**src/rtl/sort_pkg.sv**
```systemverilog
// rtl/sort_pkg.sv - shared types and defaults for the sorter result serializer
package sort_pkg;

    localparam int WIDTH = 32;
    localparam int DEPTH = 8;
    localparam int IDX_W = $clog2(DEPTH);

    typedef logic [WIDTH-1:0] elem_t;

    typedef enum logic {
        IDLE   = 1'b0,
        STREAM = 1'b1
    } ser_state_e;

endpackage

```
**src/rtl/sort_result_serializer.sv**
```systemverilog
// rtl/sort_result_serializer.sv - ping-pong buffered serializer of sorted vectors
module sort_result_serializer
    import sort_pkg::*;
#(
    parameter int WIDTH = sort_pkg::WIDTH,
    parameter int DEPTH = sort_pkg::DEPTH,
    localparam int IW   = (DEPTH > 1) ? $clog2(DEPTH) : 1
) (
    input  logic                        clk,
    input  logic                        rst,
    input  logic                        vec_valid,
    input  logic [DEPTH-1:0][WIDTH-1:0] vec_data,
    output logic                        vec_ready,
    output logic                        m_valid,
    input  logic                        m_ready,
    output logic [WIDTH-1:0]            m_data,
    output logic [IW-1:0]               m_index,
    output logic                        m_last,
    output logic                        overflow,
    output logic [7:0]                  drop_count,
    input  logic                        ovf_clr
);

    localparam logic [IW-1:0] LAST_IDX = IW'(DEPTH - 1);

    ser_state_e       state;
    logic [WIDTH-1:0] slot [2][DEPTH];
    logic             wr_ptr;
    logic             rd_ptr;
    logic [1:0]       count;
    logic [IW-1:0]    idx;

    logic             hs;
    logic             rel;
    logic             accept;
    logic             drop;
    logic [1:0]       count_nxt;

    // Handshake / release / capture decisions for this cycle
    always_comb begin
        hs        = m_valid && m_ready;
        rel       = hs && (idx == LAST_IDX);
        accept    = vec_valid && ((count != 2'd2) || rel);
        drop      = vec_valid && !accept;
        count_nxt = count + {1'b0, accept} - {1'b0, rel};
    end

    // Slot storage: the sorter result lands in the slot the write pointer names
    always_ff @(posedge clk) begin
        if (accept) begin
            for (int i = 0; i < DEPTH; i++) begin
                slot[wr_ptr][i] <= vec_data[i];
            end
        end
    end

    // Serializer FSM with slot occupancy and pointer bookkeeping
    always_ff @(posedge clk or negedge rst) begin
        if (!rst) begin
            state  <= IDLE;
            count  <= 2'd0;
            wr_ptr <= 1'b0;
            rd_ptr <= 1'b0;
            idx    <= '0;
        end else begin
            count <= count_nxt;
            if (accept) begin
                wr_ptr <= ~wr_ptr;
            end
            case (state)
                IDLE: begin
                    if (accept) begin
                        state <= STREAM;
                        idx   <= '0;
                    end
                end
                STREAM: begin
                    if (rel) begin
                        // Next vector follows without a bubble if one is held or arriving now
                        idx    <= '0;
                        rd_ptr <= ~rd_ptr;
                        state  <= (count_nxt != 2'd0) ? STREAM : IDLE;
                    end else if (hs) begin
                        idx <= idx + 1'b1;
                    end
                end
                default: state <= IDLE;
            endcase
        end
    end

    // Sticky drop accounting; a clear wins over a drop in the same cycle
    always_ff @(posedge clk or negedge rst) begin
        if (!rst) begin
            overflow   <= 1'b0;
            drop_count <= 8'd0;
        end else if (ovf_clr) begin
            overflow   <= 1'b0;
            drop_count <= 8'd0;
        end else if (drop) begin
            overflow <= 1'b1;
            if (drop_count != 8'hFF) begin
                drop_count <= drop_count + 8'd1;
            end
        end
    end

    // Outputs come straight from registers; data reads as zero when no beat is offered
    assign m_valid   = (state == STREAM);
    assign m_index   = idx;
    assign m_last    = m_valid && (idx == LAST_IDX);
    assign m_data    = m_valid ? slot[rd_ptr][idx] : '0;
    assign vec_ready = (count != 2'd2);

endmodule

```
**config.mk**
```make
export PLATFORM = sky130hd
export DESIGN_NAME = sort_result_serializer
export DESIGN_NICKNAME = d
export VERILOG_FILES = /design/src/rtl/sort_pkg.sv /design/src/rtl/sort_result_serializer.sv
export SDC_FILE = /design/constraint.sdc
export NUM_CORES = 1
export LEC_CHECK = 0
export CELL_PAD_IN_SITES_DETAIL_PLACEMENT = 2
export CELL_PAD_IN_SITES_GLOBAL_PLACEMENT = 2
export CORE_MARGIN = 2
export CORE_UTILIZATION = 37
export DETAILED_ROUTE_END_ITERATION = 8
export GPL_ROUTABILITY_DRIVEN = 0
export GPL_TIMING_DRIVEN = 1
export HOLD_SLACK_MARGIN = 0.12
export PLACE_DENSITY = 0.79
export SLEW_MARGIN = 0
export SYNTH_ARGS = -nofsm -noshare
export SYNTH_HDL_FRONTEND = slang
export SYNTH_SLANG_ARGS = --single-unit
export TNS_END_PERCENT = 30
```
**constraint.sdc**
```tcl
create_clock -name clk -period 11.8 [get_ports clk]
set_input_delay 2.36 -clock clk [delete_from_list [all_inputs] [get_ports clk]]
set_output_delay 2.36 -clock clk [all_outputs]
set_load 0.05 [all_outputs]
```
==> flow_metrics.py, run 1 <==
metrics = {
    "outcome": {
        "outcome": "finished clean",
    },
    "setup_path": {
        "crit_path_start": "m_index[1]",
        "arrival_ns": 4.75,
        "critical-path-max-stage-delay_ns": 1.13,
        "crit_top_cell": "o21ai_0",
        "cp_cell_sequence": "buf_4 -> mux4_2 -> o21ai_0 -> o21ai_0 -> clkdlybuf4s50_1",
        "crit_path_start_kind": "flop",
        "worst_ep_required_time_ns": 9.44,
        "path_max_fanout": 63,
        "timing.critical_path.max_delay_family": "buffers and inverters",
        "endpoint_kind": "output port",
        "cpMaxStageDelayCell": "dfrtp_4",
        "cp_num_buf_inv": 2,
        "r2r_start": "m_index[1]",
        "critPathKind": "flop to output port",
    },
    "logic_synthesis": {
        "synth_edf_count": 512,
        "synth_xor_area_share_pct": 0.213,
        "postSynthNetCount": 1221,
        "ys_seq_area_share_pct": 76.7,
        "synth_cell_type_count": 47,
        "synth_largest_area_cell": "edfxtp_1",
        "synth.area.mux_share_pct": 16.2,
        "syn-cell-area_um2": 20600,
        "avgSynthCellArea_um2": 21.6,
        "synth_top_area_share_pct": 74.7,
        "yosys.area_share.simple_pct": 1.34,
        "synth_compound_area_share_pct": 3.48,
        "async_flop_share_pct": 3.21,
        "yosys_register_bits": 529,
        "synthTopCellsByArea": "edfxtp_1, mux4_1, mux4_2",
        "synthCells": 955,
        "synthAdderAreaFrac_pct": 0.304,
        "ys_warn_count": 0,
        "ys.flop_type": "edfxtp_1",
        "synth_top_family_by_area": "multiplexers",
    },
    "floorplanning": {
        "chipWidth_um": 240,
        "start_util_pct": 37.4,
        "core_area_um2": 55100,
        "dieArea_um2": 57500,
        "die_h_um": 240,
        "ioPinCount": 308,
        "rows": 86,
    },
    "route": {
        "firstDrtPassIters": 5,
        "via_per_inst": 5.18,
        "wire_per_inst_um": 28.0,
        "vias": 10830,
        "drt_iter0_drc": 812,
        "ant_nets": 0,
        "drc": 0,
        "wirelength_mm": 58.5,
    },
    "power": {
        "leakage_uw": 0.00877,
        "peakVddDrop_mv": 0.174,
        "power.total_uw": 6810,
        "power_density_nw_per_um2": 260,
    },
    "timing": {
        "maxSlewViolCount": 0,
        "final.setup.tns_ns": 0,
        "period_share_pct": 60.3,
        "tightest_slew_ns": 1.07,
        "setup_viol": 0,
        "holdWs_ns": 0.521,
        "hold_viol_final": 0,
        "min_period_ns": 7.11,
        "rsz0062_at_grt": "no",
        "timing.fmax_mhz": 141,
        "max_slew_margin_pct": 28.1,
        "skew_ns": 0.0171,
    },
    "global_route": {
        "grt_max_degree": 147,
        "grt_pass1_wl_mm": 84.6,
        "grt.overflow.total": 0,
        "grt_pass1_vias": 12350,
        "antenna_found_initial": 18,
        "track_usage_pct": 20.5,
    },
    "placement": {
        "portBuffers": 307,
        "dp_cells": 1974,
        "hpwl_mm": 39.1,
    },
    "clocking": {
        "cts_made_buffers": 57,
        "post_cts_buffers": 0,
        "cts.path.max_buffers": 3,
        "ctsResizeCount": 0,
        "clock_latency_ns": 0.61,
        "htree_levels": 2,
        "clkSinkCount": 529,
        "clkTransAtPathRegs_ns": 0.06,
        "cts_tree": "yes",
        "cts_root_buf": "clkbuf_16",
        "hold_buffers": 0,
    },
    "finish": {
        "final_cells": 2089,
        "fin_util_pct": 47.5,
        "nNetsFinal": 1551,
        "syn2layout_area_growth_pct": 27.1,
        "drive_gt1_share_pct": 12.4,
    },
    "hold_path": {
        "hold_path.class": "flop to flop",
        "min_from": "overflow",
    },
    "flow_run": {
        "cap_violations": 0,
    },
}
cell usage in the layout (no fill, tap or decap), types with 6 or more instances in the layout:
cell / instances
mux4_1: 45
clkbuf_1: 11
o221ai_1: 10
inv_1: 6
edfxtp_1: 512
clkinv_2: 11
clkbuf_16: 58
mux2_2: 11
clkdlybuf4s50_1: 307
clkinv_1: 15
nor2_1: 9
nand2_1: 9
o21ai_1: 21
diode_2: 14
a221oi_1: 21
nand3_1: 6
buf_4: 12
o21ai_0: 37
mux2i_1: 87
mux4_2: 51
a21oi_1: 14
dfrtp_1: 14
path summary, 6_finish.rpt:
kind | to | slack [ns] | cells past startpoint
min in group asynchronous | rd_ptr | 2.24 | 1
max | m_data[9] | 4.69 | 5
max reg2reg | slot[1][76] | 7.29 | 8
min reg2reg | overflow | 0.52 | 2
max in group asynchronous | m_index[1] | 8.95 | 1
min | overflow | 0.52 | 2
layer usage:
layer	track usage, %	vias to the layer above	wire, um	share of wire (%)
met1	26.1	5676	24000	41
met4	8.68	6	1990	3.4
li1	-	4728	-	-
met2	34.3	317	29700	51
met5	0	-	44	0.075
met3	3.94	103	2780	4.7
flip-flops by register name, indices dropped and copies added, names as in the netlist:
name and count:
slot 512, drop_count 8, m_index 3, count 2
m_valid 1, overflow 1, rd_ptr 1, wr_ptr 1
where the power goes:
group	total, uW	switching (uW)	internal [uW]
clock	1660	725	936
sequential	2790	222	2570
combinational	2360	1470	888
layout make-up:
type / count / area (um2)
diodes: 14 / 35.0
clock buffers: 69 / 1490
clock inverters: 32 / 211
fillers: 5012 / 28900
inverters: 7 / 26.3
multi-input cells: 369 / 4450
flip-flops and latches: 529 / 15800
well taps: 748 / 936
repair buffers: 321 / 3200
worst min-delay path: stages, from the launching register on:
cell	delay (ns)
dfrtp_1	0.35
a21oi_1	0.05
nor2_1	0.08
Yosys cell counts (2+ instances only):
library cell / n
mux4_1: 45
nand3_1: 6
nor3_1: 3
dfrtp_1: 17
buf_6: 10
nand2_1: 10
and4_1: 3
mux2_2: 11
inv_1: 6
buf_2: 19
nor2b_1: 3
xnor2_1: 4
a221oi_1: 21
o21ai_0: 37
and2_1: 4
o22ai_1: 2
nand2b_1: 3
buf_4: 6
a21oi_1: 14
mux4_2: 51
nor2_1: 12
o221ai_1: 10
clkbuf_1: 12
edfxtp_1: 512
o21ai_1: 21
o211ai_1: 2
ha_1: 5
mux2i_1: 87
stage by stage:
| step | instance area (um2) | setup WS, ns |
|---|---|---|
| after floorplan | 20600 | -2.51 |
| after detailed placement | 24400 | 5.22 |
| final | 26200 | 4.69 |
| after global routing | 26200 | 4.42 |
| after global placement | 24400 | 5.24 |
| after CTS | 26100 | 4.53 |
kinds of logic after synthesis:
group / Yosys count
multiplexers: 194
buffers and inverters: 57
flip-flops: 529
adder cells (fa/ha/maj): 5
AO/OA/AOI/OAI: 114
AND/OR/NAND/NOR: 51
XOR/XNOR: 5
No activity file was read; power rests on OpenSTA's default activity.
==> inputs of run 2 (changes only) <==
--- a/config.mk
+++ b/config.mk
@@ -8,12 +8,12 @@
 export CELL_PAD_IN_SITES_DETAIL_PLACEMENT = 2
 export CELL_PAD_IN_SITES_GLOBAL_PLACEMENT = 2
 export CORE_MARGIN = 2
-export CORE_UTILIZATION = 37
+export CORE_UTILIZATION = 40
 export DETAILED_ROUTE_END_ITERATION = 8
 export GPL_ROUTABILITY_DRIVEN = 0
 export GPL_TIMING_DRIVEN = 1
 export HOLD_SLACK_MARGIN = 0.12
-export PLACE_DENSITY = 0.79
+export PLACE_DENSITY = 0.81
 export SLEW_MARGIN = 0
 export SYNTH_ARGS = -nofsm -noshare
 export SYNTH_HDL_FRONTEND = slang
==> constraint.sdc (replaced) <==
create_clock -name clk -period 6.6 [get_ports clk]
set_input_delay 1.32 -clock clk [delete_from_list [all_inputs] [get_ports clk]]
set_output_delay 1.32 -clock clk [all_outputs]
set_load 0.05 [all_outputs]
==> run 2 against run 1 <==
  * Global-route usage up 2.4 points
  * Combinational power up 85%
  * Critical endpoint is now m_data[12]
  * Critical path type unchanged
  * Largest cell class unchanged
  * Clock power up 94%
==> flow_metrics.py, run 2 (synthesis results as in run 1) <==
metrics = {
    "outcome": {
        "outcome": "finished clean",
    },
    "route": {
        "drc": 0,
        "vias": 11042,
        "drt_iter0_drc": 805,
        "wirelength_mm": 61.8,
        "firstDrtPassIters": 5,
        "via_per_inst": 5.45,
        "wire_per_inst_um": 30.5,
        "ant_nets": 0,
    },
    "global_route": {
        "antenna_found_initial": 25,
        "grt_max_degree": 65,
        "track_usage_pct": 22.9,
        "grt.overflow.total": 0,
        "grt_pass1_vias": 12382,
        "grt_pass1_wl_mm": 87.4,
    },
    "timing": {
        "rsz0062_at_grt": "no",
        "period_share_pct": 82.7,
        "timing.fmax_mhz": 183,
        "hold_viol_final": 0,
        "maxSlewViolCount": 0,
        "skew_ns": 0.0227,
        "tightest_slew_ns": 1.47,
        "min_period_ns": 5.46,
        "setup_viol": 0,
        "max_slew_margin_pct": 1.62,
    },
    "setup_path": {
        "arrival_ns": 4.14,
        "crit_top_cell": "o21ai_0",
        "cp_cell_sequence": "buf_4 -> mux2i_1 -> a221oi_1 -> o21ai_0 -> o21ai_0 -> clkdlybuf4s50_1",
        "critical-path-max-stage-delay_ns": 0.85,
        "cp_num_buf_inv": 2,
        "crit_path_start_kind": "flop",
        "path_max_fanout": 52,
        "timing.critical_path.max_delay_family": "buffers and inverters",
        "worst_ep_required_time_ns": 5.28,
        "cpMaxStageDelayCell": "clkdlybuf4s50_1",
        "endpoint_kind": "output port",
        "critPathKind": "flop to output port",
    },
    "floorplanning": {
        "rows": 83,
        "start_util_pct": 40.3,
        "chipWidth_um": 231,
        "core_area_um2": 51100,
        "ioPinCount": 308,
        "dieArea_um2": 53300,
        "die_h_um": 231,
    },
    "clocking": {
        "clkSinkCount": 529,
        "cts.path.max_buffers": 3,
        "cts_made_buffers": 57,
        "hold_buffers": 0,
        "clock_latency_ns": 0.61,
        "cts_root_buf": "clkbuf_16",
        "post_cts_buffers": 0,
        "cts_tree": "yes",
        "ctsResizeCount": 0,
        "clkTransAtPathRegs_ns": 0.06,
        "htree_levels": 2,
    },
    "placement": {
        "hpwl_mm": 41.2,
        "dpl_cell_area_um2": 24400,
        "portBuffers": 307,
    },
    "finish": {
        "final_common_cell": "edfxtp_1",
        "regMostFlops": "slot",
        "seqCellArea_um2": 15800,
        "fillCellCount": 4448,
        "multi_input_comb_area_um2": 4450,
        "fin_util_pct": 51.5,
        "syn2layout_area_growth_pct": 27.9,
        "final_cell_mix": "edfxtp_1, clkdlybuf4s50_1, mux2i_1",
        "nNetsFinal": 1556,
        "largest_reg_flops": 512,
        "fin_area_um2": 26300,
        "drive_gt1_share_pct": 12.9,
    },
    "flow_run": {
        "cap_violations": 0,
    },
    "power": {
        "leakage_uw": 0.00889,
        "sequentialPowerShare_pct": 39.5,
        "power.total_uw": 12500,
        "p_int_uw": 8120,
        "pwr-share-clk_pct": 25.7,
        "peakVddDrop_mv": 0.258,
        "power_density_nw_per_um2": 476,
        "power.share.combinational_pct": 34.8,
        "swShare_pct": 35.1,
        "switching_power_uw": 4400,
    },
    "hold_path": {
        "hold_path.class": "flop to flop",
    },
}
## run 2: final timing paths
path	from	depth (start not counted)	endpoint	slack, ns
max	m_index[1]	6	m_data[12]	1.14
min	overflow	2	overflow	0.52
max reg2reg	m_index[0]	8	slot[0][73]	2.17
min reg2reg	overflow	2	overflow	0.52
max in group asynchronous	rst	1	m_index[0]	4.71
min in group asynchronous	rst	1	drop_count[6]	1.23
## run 2: metrics by stage
step	setup WS [ns]	hold WS, ns	setup TNS (ns)	instances
2_1_floorplan	-2.32	0.480	-1188.72	955
3_3_place_gp	1.87	0.496	0	1911
3_5_place_dp	1.80	0.507	0	1911
4_1_cts	1.09	0.526	0	2014
5_1_grt	0.994	0.547	0	2027
6_report	1.14	0.518	0	2027
## run 2: cell type report
| type | count | share of cell area (%) |
|---|---|---|
| Sequential cell | 529 | 60.1 |
| Clock buffer | 70 | 5.72 |
| Multi-Input combinational cell | 369 | 16.9 |
| Timing Repair Buffer | 326 | 12.5 |
| Tap cell | 680 | 3.23 |
| Antenna cell | 13 | 0.124 |
| Inverter | 7 | 0.0998 |
| Clock inverter | 33 | 1.32 |
## run 2: power by group through the flow
stage	clock network [uW]	registers, uW	logic (uW)
CTS	3270	4950	4400
global placement	0	4900	4210
global route	3390	5000	4580
finish	3220	4940	4360
floorplan	0	4990	2870
detailed placement	0	5010	4360
## run 2: tightest hold or removal path: cells and delay by family (launching register included)
kind	cells	cell delay (ns)
and+or+nand+nor	1	0.08
DFF	1	0.35
AOI/OAI and AO/OA	1	0.05
## run 2: per-layer routing
layer	track usage [%]	part of all wire [%]	up-vias
met5	0	0.22	-
met4	8.27	3.2	20
met3	5.10	5.0	117
met2	40.7	53	321
met1	27.2	39	5850
li1	-	-	4734
